$ cat src/rtl/seq_scan_ctrl_if.sv
// Handshake and detector-side signal bundle for seq_scan_ctrl.
// Master is the producer/consumer/detector side; slave is the controller.
interface seq_scan_ctrl_if #(
   parameter int unsigned WIDTH = 8,
   parameter int unsigned CW    = $clog2(WIDTH + 1)
);
   logic             in_valid;
   logic [WIDTH-1:0] in_data;
   logic             in_ready;
   logic             det_clr;
   logic             det_x;
   logic             det_z;
   logic             out_valid;
   logic [CW-1:0]    out_count;
   logic             out_ready;
   logic             busy;

   modport master (
      output in_valid, in_data, det_z, out_ready,
      input  in_ready, det_clr, det_x, out_valid, out_count, busy
   );

   modport slave (
      input  in_valid, in_data, det_z, out_ready,
      output in_ready, det_clr, det_x, out_valid, out_count, busy
   );
endinterface

$ cat src/rtl/seq_scan_ctrl.sv
// Word-to-serial sequencer for a "1011" Mealy detector: clears the detector,
// shifts each accepted word MSB-first and returns the per-word z-pulse count.
module seq_scan_ctrl #(
   parameter int unsigned WIDTH = 8
) (
   input  logic                clk,
   input  logic                reset,
   seq_scan_ctrl_if.slave      bus
);
   localparam int unsigned CW = $clog2(WIDTH + 1);
   localparam int unsigned BW = $clog2(WIDTH);

   typedef enum logic [1:0] {ST_IDLE, ST_CLR, ST_SHIFT, ST_DONE} state_t;

   state_t           r_state,     w_state_nxt;
   logic [WIDTH-1:0] r_sr,        w_sr_nxt;
   logic [BW-1:0]    r_bit_cnt,   w_bit_cnt_nxt;
   logic [CW-1:0]    r_match_cnt, w_match_cnt_nxt;
   logic [CW-1:0]    r_out_count, w_out_count_nxt;
   logic             r_in_ready,  w_in_ready_nxt;
   logic             r_det_clr,   w_det_clr_nxt;
   logic             r_det_x,     w_det_x_nxt;
   logic             r_out_valid, w_out_valid_nxt;
   logic             r_busy,      w_busy_nxt;
   logic             w_accept;
   logic [CW-1:0]    w_match_inc;

   assign w_accept    = bus.in_valid && r_in_ready;
   assign w_match_inc = r_match_cnt + CW'(bus.det_z);

   // Next-state and next-output decode; det_z only matters while shifting.
   always_comb begin
      w_state_nxt     = r_state;
      w_sr_nxt        = r_sr;
      w_bit_cnt_nxt   = r_bit_cnt;
      w_match_cnt_nxt = r_match_cnt;
      w_out_count_nxt = r_out_count;
      w_det_clr_nxt   = 1'b0;
      w_det_x_nxt     = 1'b0;
      w_out_valid_nxt = 1'b0;

      case (r_state)
         ST_IDLE: begin
            if (w_accept) begin
               w_sr_nxt        = bus.in_data;
               w_match_cnt_nxt = '0;
               w_bit_cnt_nxt   = '0;
               w_det_clr_nxt   = 1'b1;
               w_state_nxt     = ST_CLR;
            end
         end
         ST_CLR: begin
            w_det_x_nxt = r_sr[WIDTH-1];
            w_sr_nxt    = {r_sr[WIDTH-2:0], 1'b0};
            w_state_nxt = ST_SHIFT;
         end
         ST_SHIFT: begin
            w_match_cnt_nxt = w_match_inc;
            w_bit_cnt_nxt   = r_bit_cnt + BW'(1);
            if (r_bit_cnt == BW'(WIDTH - 1)) begin
               w_out_valid_nxt = 1'b1;
               w_out_count_nxt = w_match_inc;
               w_state_nxt     = ST_DONE;
            end else begin
               w_det_x_nxt = r_sr[WIDTH-1];
               w_sr_nxt    = {r_sr[WIDTH-2:0], 1'b0};
            end
         end
         ST_DONE: begin
            if (bus.out_ready) begin
               w_state_nxt = ST_IDLE;
            end else begin
               w_out_valid_nxt = 1'b1;
            end
         end
         default: begin
            w_state_nxt = ST_IDLE;
         end
      endcase

      // in_ready comes back one cycle after the result handshake
      w_in_ready_nxt = (r_state == ST_IDLE) && (w_state_nxt == ST_IDLE);
      w_busy_nxt     = (w_state_nxt != ST_IDLE);
   end

   always_ff @(posedge clk or posedge reset) begin
      if (reset) begin
         r_state     <= ST_IDLE;
         r_sr        <= '0;
         r_bit_cnt   <= '0;
         r_match_cnt <= '0;
         r_out_count <= '0;
         r_in_ready  <= 1'b1;
         r_det_clr   <= 1'b0;
         r_det_x     <= 1'b0;
         r_out_valid <= 1'b0;
         r_busy      <= 1'b0;
      end else begin
         r_state     <= w_state_nxt;
         r_sr        <= w_sr_nxt;
         r_bit_cnt   <= w_bit_cnt_nxt;
         r_match_cnt <= w_match_cnt_nxt;
         r_out_count <= w_out_count_nxt;
         r_in_ready  <= w_in_ready_nxt;
         r_det_clr   <= w_det_clr_nxt;
         r_det_x     <= w_det_x_nxt;
         r_out_valid <= w_out_valid_nxt;
         r_busy      <= w_busy_nxt;
      end
   end

   assign bus.in_ready  = r_in_ready;
   assign bus.det_clr   = r_det_clr;
   assign bus.det_x     = r_det_x;
   assign bus.out_valid = r_out_valid;
   assign bus.out_count = r_out_count;
   assign bus.busy      = r_busy;
endmodule

$ cat src/flat_wrapper.sv
// flat-port wrapper written by rule: the top's interface ports become plain ports
module seq_scan_ctrl_flat 
#(
   parameter int unsigned WIDTH = 8
)
  (clk, reset, bus_in_valid, bus_in_data, bus_det_z, bus_out_ready, bus_in_ready, bus_det_clr, bus_det_x, bus_out_valid, bus_out_count, bus_busy);
  seq_scan_ctrl_if #(.WIDTH(WIDTH)) bus_i ();
  input  logic clk;
  input  logic reset;
  input wire logic [$bits(bus_i.in_valid)-1:0] bus_in_valid;
  input wire logic [$bits(bus_i.in_data)-1:0] bus_in_data;
  input wire logic [$bits(bus_i.det_z)-1:0] bus_det_z;
  input wire logic [$bits(bus_i.out_ready)-1:0] bus_out_ready;
  output wire logic [$bits(bus_i.in_ready)-1:0] bus_in_ready;
  output wire logic [$bits(bus_i.det_clr)-1:0] bus_det_clr;
  output wire logic [$bits(bus_i.det_x)-1:0] bus_det_x;
  output wire logic [$bits(bus_i.out_valid)-1:0] bus_out_valid;
  output wire logic [$bits(bus_i.out_count)-1:0] bus_out_count;
  output wire logic [$bits(bus_i.busy)-1:0] bus_busy;
  assign bus_i.in_valid = bus_in_valid;
  assign bus_i.in_data = bus_in_data;
  assign bus_i.det_z = bus_det_z;
  assign bus_i.out_ready = bus_out_ready;
  assign bus_in_ready = bus_i.in_ready;
  assign bus_det_clr = bus_i.det_clr;
  assign bus_det_x = bus_i.det_x;
  assign bus_out_valid = bus_i.out_valid;
  assign bus_out_count = bus_i.out_count;
  assign bus_busy = bus_i.busy;
  seq_scan_ctrl #(.WIDTH(WIDTH)) u_core (.clk(clk), .reset(reset), .bus(bus_i));
endmodule
$ cat config.mk
export PLATFORM = sky130hd
export DESIGN_NAME = seq_scan_ctrl_flat
export DESIGN_NICKNAME = d
export VERILOG_FILES = /design/src/rtl/seq_scan_ctrl_if.sv /design/src/rtl/seq_scan_ctrl.sv /design/src/flat_wrapper.sv
export SDC_FILE = /design/constraint.sdc
export NUM_CORES = 1
export LEC_CHECK = 0
export ABC_AREA = 1
export CELL_PAD_IN_SITES_DETAIL_PLACEMENT = 0
export CELL_PAD_IN_SITES_GLOBAL_PLACEMENT = 2
export CORE_MARGIN = 2
export CORE_UTILIZATION = 37
export CTS_CLUSTER_SIZE = 25
export DETAILED_ROUTE_END_ITERATION = 6
export DONT_BUFFER_PORTS = 1
export PLACE_DENSITY = 0.77
export SYNTH_ARGS = -nofsm -noshare
export SYNTH_HDL_FRONTEND = slang
export SYNTH_SLANG_ARGS = --single-unit
$ cat constraint.sdc
create_clock -name clk -period 1.8 [get_ports clk]
set_input_delay 0.27 -clock clk [delete_from_list [all_inputs] [get_ports clk]]
set_output_delay 0.27 -clock clk [all_outputs]
set_load 0.02 [all_outputs]
After elaboration in Yosys (flattened, before gate mapping)
Index checks and enable logic that the tools add are counted.
Cells by class
  add/subtract/negate cells: 2
  equality and inequality tests: 6
  muxes and demuxes: 18
  reductions and logical operators: 10
Operators by type and width (number)
  8-bit one-hot mux with 3 select lines: 1
  8-bit 2-to-1 mux: 2
  2-bit one-hot mux with 4 select lines: 1
  4-bit one-hot mux with 2 select lines: 1
  2-bit 2-to-1 mux: 3
  3-bit one-hot mux with 2 select lines: 1
  1-bit 2-to-1 mux: 5
  4-bit by 1-bit adder with 4-bit output: 1
  2-bit equality test (second input constant): 2
  2-bit zero test: 2
  4-bit 2-to-1 mux: 1
  1-bit one-hot mux with 2 select lines: 2
  2-bit AND reduction: 2
  2-bit nonzero test: 2
  3-bit by 1-bit adder with 3-bit output (second input constant): 1
  3-bit equality test (second input constant): 1
  3-bit 2-to-1 mux: 1
  3-bit AND reduction: 1
  3-bit nonzero test: 1
  2-bit by 1-bit equality test with 1-bit output (second input constant): 1
  1-bit logical AND: 2
  2-bit by 1-bit != test with 1-bit output (second input constant): 1
  2-bit != test (second input constant): 1
Storage, ports and cells
  register bits after elaboration: 26
  bits of input ports: 13
  output and inout bits: 9
  logic and storage cells: 46

Longest topological paths before layout
  depth in word-level cells: 5
  mapped depth: 9
  mapped depth without buffers: 8

Worst setup path after synthesis
No wires, ideal clock.
  path type: flip-flop to flip-flop
  start point: register u_core.r_bit_cnt[0]
  end point: register u_core.r_sr[7]
  library setup time: 0.123 ns
  arrival time: 1.334 ns
  data required time: 1.677 ns
  path slack: 0.343 ns
  cell stages (with the launch flop): 10
  buffers on the path: 1
  clock period less this slack: 1.457 ns
  path through: dfrtp_1 > ha_1 > ha_1 > nand2_4 > inv_4 > nor2_4 > nand2_4 > buf_12 > nand2_2 > o21ai_2
On the way
  word-level cells in the longest chain between the ends: 3
Ends and longest elaborated chain
  start, declared: RTL line seq_scan_ctrl.sv:17  | logic [BW-1:0] r_bit_cnt, w_bit_cnt_nxt;
  start signal, assigned: RTL line seq_scan_ctrl.sv:101  | r_bit_cnt <= w_bit_cnt_nxt;
  3-bit equality test: RTL line seq_scan_ctrl.sv:60  | if (r_bit_cnt == BW'(WIDTH - 1)) begin
  2-bit != test (no source line)
  3-bit AND reduction (no source line)
  end signal, assigned: RTL line seq_scan_ctrl.sv:100  | r_sr <= w_sr_nxt;
  end, declared: RTL line seq_scan_ctrl.sv:16  | logic [WIDTH-1:0] r_sr, w_sr_nxt;
Every way passes these cells.
A chain may end at the register's enable or synchronous reset.

Worst setup path after layout
  start point: register u_core.r_bit_cnt[0]
  end point: register u_core.r_sr[4]
Same word-level chain as after synthesis.

==> results.toml <==
[place]
place_ws_ps = 224
port_buffers = 0
dp_hpwl_mm = 1.57
place_congestion = 0.728

[timing]
rsz0062_at_grt = "false"
slew_headroom = 0.690
max_freq_ghz = 0.642
layout_min_cycle_time_ps = 1560
setup_slack_ps = 242
hold_violations = 0
finClkSkew_ps = 7.77
slew_viol_final = 0
setup_tns_ps = 0
min_period_over_period = 0.866
setup_viol_count_final = 0
max_slew.worst_pin.slew_ps = 463

[synthesis]
synth_area_um2 = 1270
avgSynthCellArea_um2 = 9.48
yosys_warnings = 0
ys_seq_area_frac = 0.513
yosys-top-cells-count = "nand2_1 (40), dfrtp_1 (25), o21ai_0 (12)"
synth-edff-count = 0
synth_flop_cell = "dfrtp_1"
synth_nets = 155
yosys.area.top_type_share = 0.493
synthArstFlopShare = 1.00
yosysUniqueCellTypes = 19
synth_area_leaders = "dfrtp_1 (49%), nand2_1 (12%), ha_1 (7.9%), o21ai_2 (5.5%), o21ai_0 (4.7%)"
yosysMostFrequentCell = "nand2_1"
synth_largest_area_cell = "dfrtp_1"
synthCells = 134
ys_seq_elements = 26

[setup_path]
arrival_ps = 1770
crit_path_cell_trace = "ha_1 > ha_1 > nand2_4 > inv_4 > nor2_4 > nand2_4 > nand2_1 > o21ai_2"
path_max_fanout = 16
crit_path_top_delay_cell = "dfrtp_1"
crit_start = "u_core.r_bit_cnt[0]"
start_kind = "flip-flop"
path_class = "reg -> reg"
required_ps = 2020
rr_startpoint = "u_core.r_bit_cnt[0]"
slowest_delay_ps = 430
endpoint_kind = "flip-flop"

[pwr]
power_density_nw_per_um2 = 1590
max-vdd-ir-drop_v = 0.000584
power_leakage_nw = 0.704

[layout]
drive_above_1_share = 0.187
area_growth_pct = 6.40
diodes = 0
finalNetCount = 161

[clock_tree]
cts_made_buffers = 3
ctsHoldBuffers = 1
ctsLongestPathBuffers = 2
clock_latency_ps = 320
cts_resized = 0
postCtsSetupBuffers = 0
cts-root-buf = "clkbuf_4"
clock_sinks = 26
path_clk_slew_ps = 140
ctsHtreeMaxLevel = 1
cts_tree = "yes"

[min_path]
min_path_type = "in -> reg"
hp-start = "bus_in_data[0]"

[global_routing]
grt_pass1_wl_mm = 3.80
grtUsageTotal = 0.121
grt_max_degree = 27
gr-total-overflow = 0
antenna_found_initial = 0
grt_pass1_vias = 828

[die]
die_x_um = 62.6
ios = 22
dieHeight_um = 62.6
row_count = 21
dieArea_um2 = 3920
initial_core_util = 0.384
coreArea_um2 = 3310

[drt]
drtAntennaViolNets = 0
num_vias = 840
avgViaCountPerCell = 4.54
wirelength_mm = 2.10
routedWlPerCell_um = 11.4
drc = 0
drt_iter0_drc = 16
dr.pass1.iters = 4

[flow_run]
maxCapViolCount = 0

[outcome]
status = "finished, final reports clean"
[kinds of logic (layout without fill, tap and decap cells)]
logic type / count (synthesis) / count (layout) / synth area share
compound gates: 22 / 22 / 0.112
simple gates: 63 / 63 / 0.229
xor+xnor: 2 / 2 / 0.0138
flops: 26 / 26 / 0.513
fa+ha+maj: 8 / 8 / 0.0788
buf+inv: 13 / 18 / 0.0532
[flip-flops by register name, indices dropped and copies added (netlist names)]
name                  flops
u_core.r_match_cnt        4
u_core.r_state            2
u_core.r_bit_cnt          3
u_core.bus.busy           1
u_core.r_sr               8
u_core.bus.in_ready       1
u_core.bus.out_valid      1
u_core.bus.out_count      4
u_core.bus.det_clr        1
u_core.bus.det_x          1
[layout make-up]
| type | count | area [um2] |
|---|---|---|
| Multi-Input combinational cell | 95 | 551 |
| Timing Repair Buffer | 2 | 17.5 |
| Fill cell | 339 | 1960 |
| Sequential cell | 26 | 652 |
| Tap cell | 46 | 57.6 |
| Inverter | 12 | 47.5 |
| Clock buffer | 4 | 26.3 |
[worst paths after layout]
check | slack, ps | depth (start not counted) | to
max | 240 | 8 | u_core.r_sr[4]
min | 80 | 2 | u_core.r_sr[0]
max reg2reg | 240 | 8 | u_core.r_sr[4]
min reg2reg | 490 | 2 | u_core.r_sr[5]
max in group asynchronous | 1070 | 3 | u_core.bus.in_ready
min in group asynchronous | 420 | 3 | u_core.r_sr[0]
[per-stage QoR]
stage / instances / utilization / total power [mW] / hold slack [ps] / cell area [um2]
2_1_floorplan: 134 / - / 1.80 / 309 / 1270
3_3_place_gp: 180 / 0.397 / 1.91 / 241 / 1320
3_5_place_dp: 180 / 0.397 / 1.93 / 240 / 1320
4_1_cts: 185 / 0.408 / 2.19 / 70.4 / 1350
5_1_grt: 185 / 0.408 / 2.38 / 63.5 / 1350
6_report: 185 / 0.408 / 2.15 / 84.4 / 1350
[cells in the final DEF (no fill, tap or decap)]
cell type       n
a211oi_1        1
buf_4           1
clkbuf_1        1
clkbuf_4        3
dfrtp_1        25
dfstp_2         1
dlygate4sd3_1   1
ha_1            8
inv_1          11
inv_4           1
nand2_1        40
nand2_2         2
nand2_4         2
nand3_1         7
nor2_1          4
nor2_4          1
o21ai_0        12
o21ai_1         1
o21ai_2         8
or2_2           7
xnor2_1         1
xor2_1          1
[critical path, delay by kind of cell, from the launching register on]
family	cells	cell delay, ps
compound gates	1	50
fa+ha+maj	2	440
buf+inv	1	50
flops	1	430
simple gates	4	490
[report_power, final]
part           leakage, nW  internal (mW)  total (mW)  switching (mW)
sequential           0.317          0.783       0.936           0.153
clock               0.0150         0.0866       0.255           0.168
combinational        0.372          0.359       0.961           0.602
total                0.704           1.23        2.15           0.923
[routing by layer]
metal | track usage | share of wire | routed length, um | up-vias
met5 | 0 | 0 | 0 | -
li1 | - | - | - | 437
met3 | 0.0252 | 0.031 | 66 | 2
met4 | 0.0583 | 0.010 | 22 | 0
met1 | 0.160 | 0.50 | 1060 | 383
met2 | 0.190 | 0.45 | 955 | 18
No activity file was read; power rests on OpenSTA's default activity.
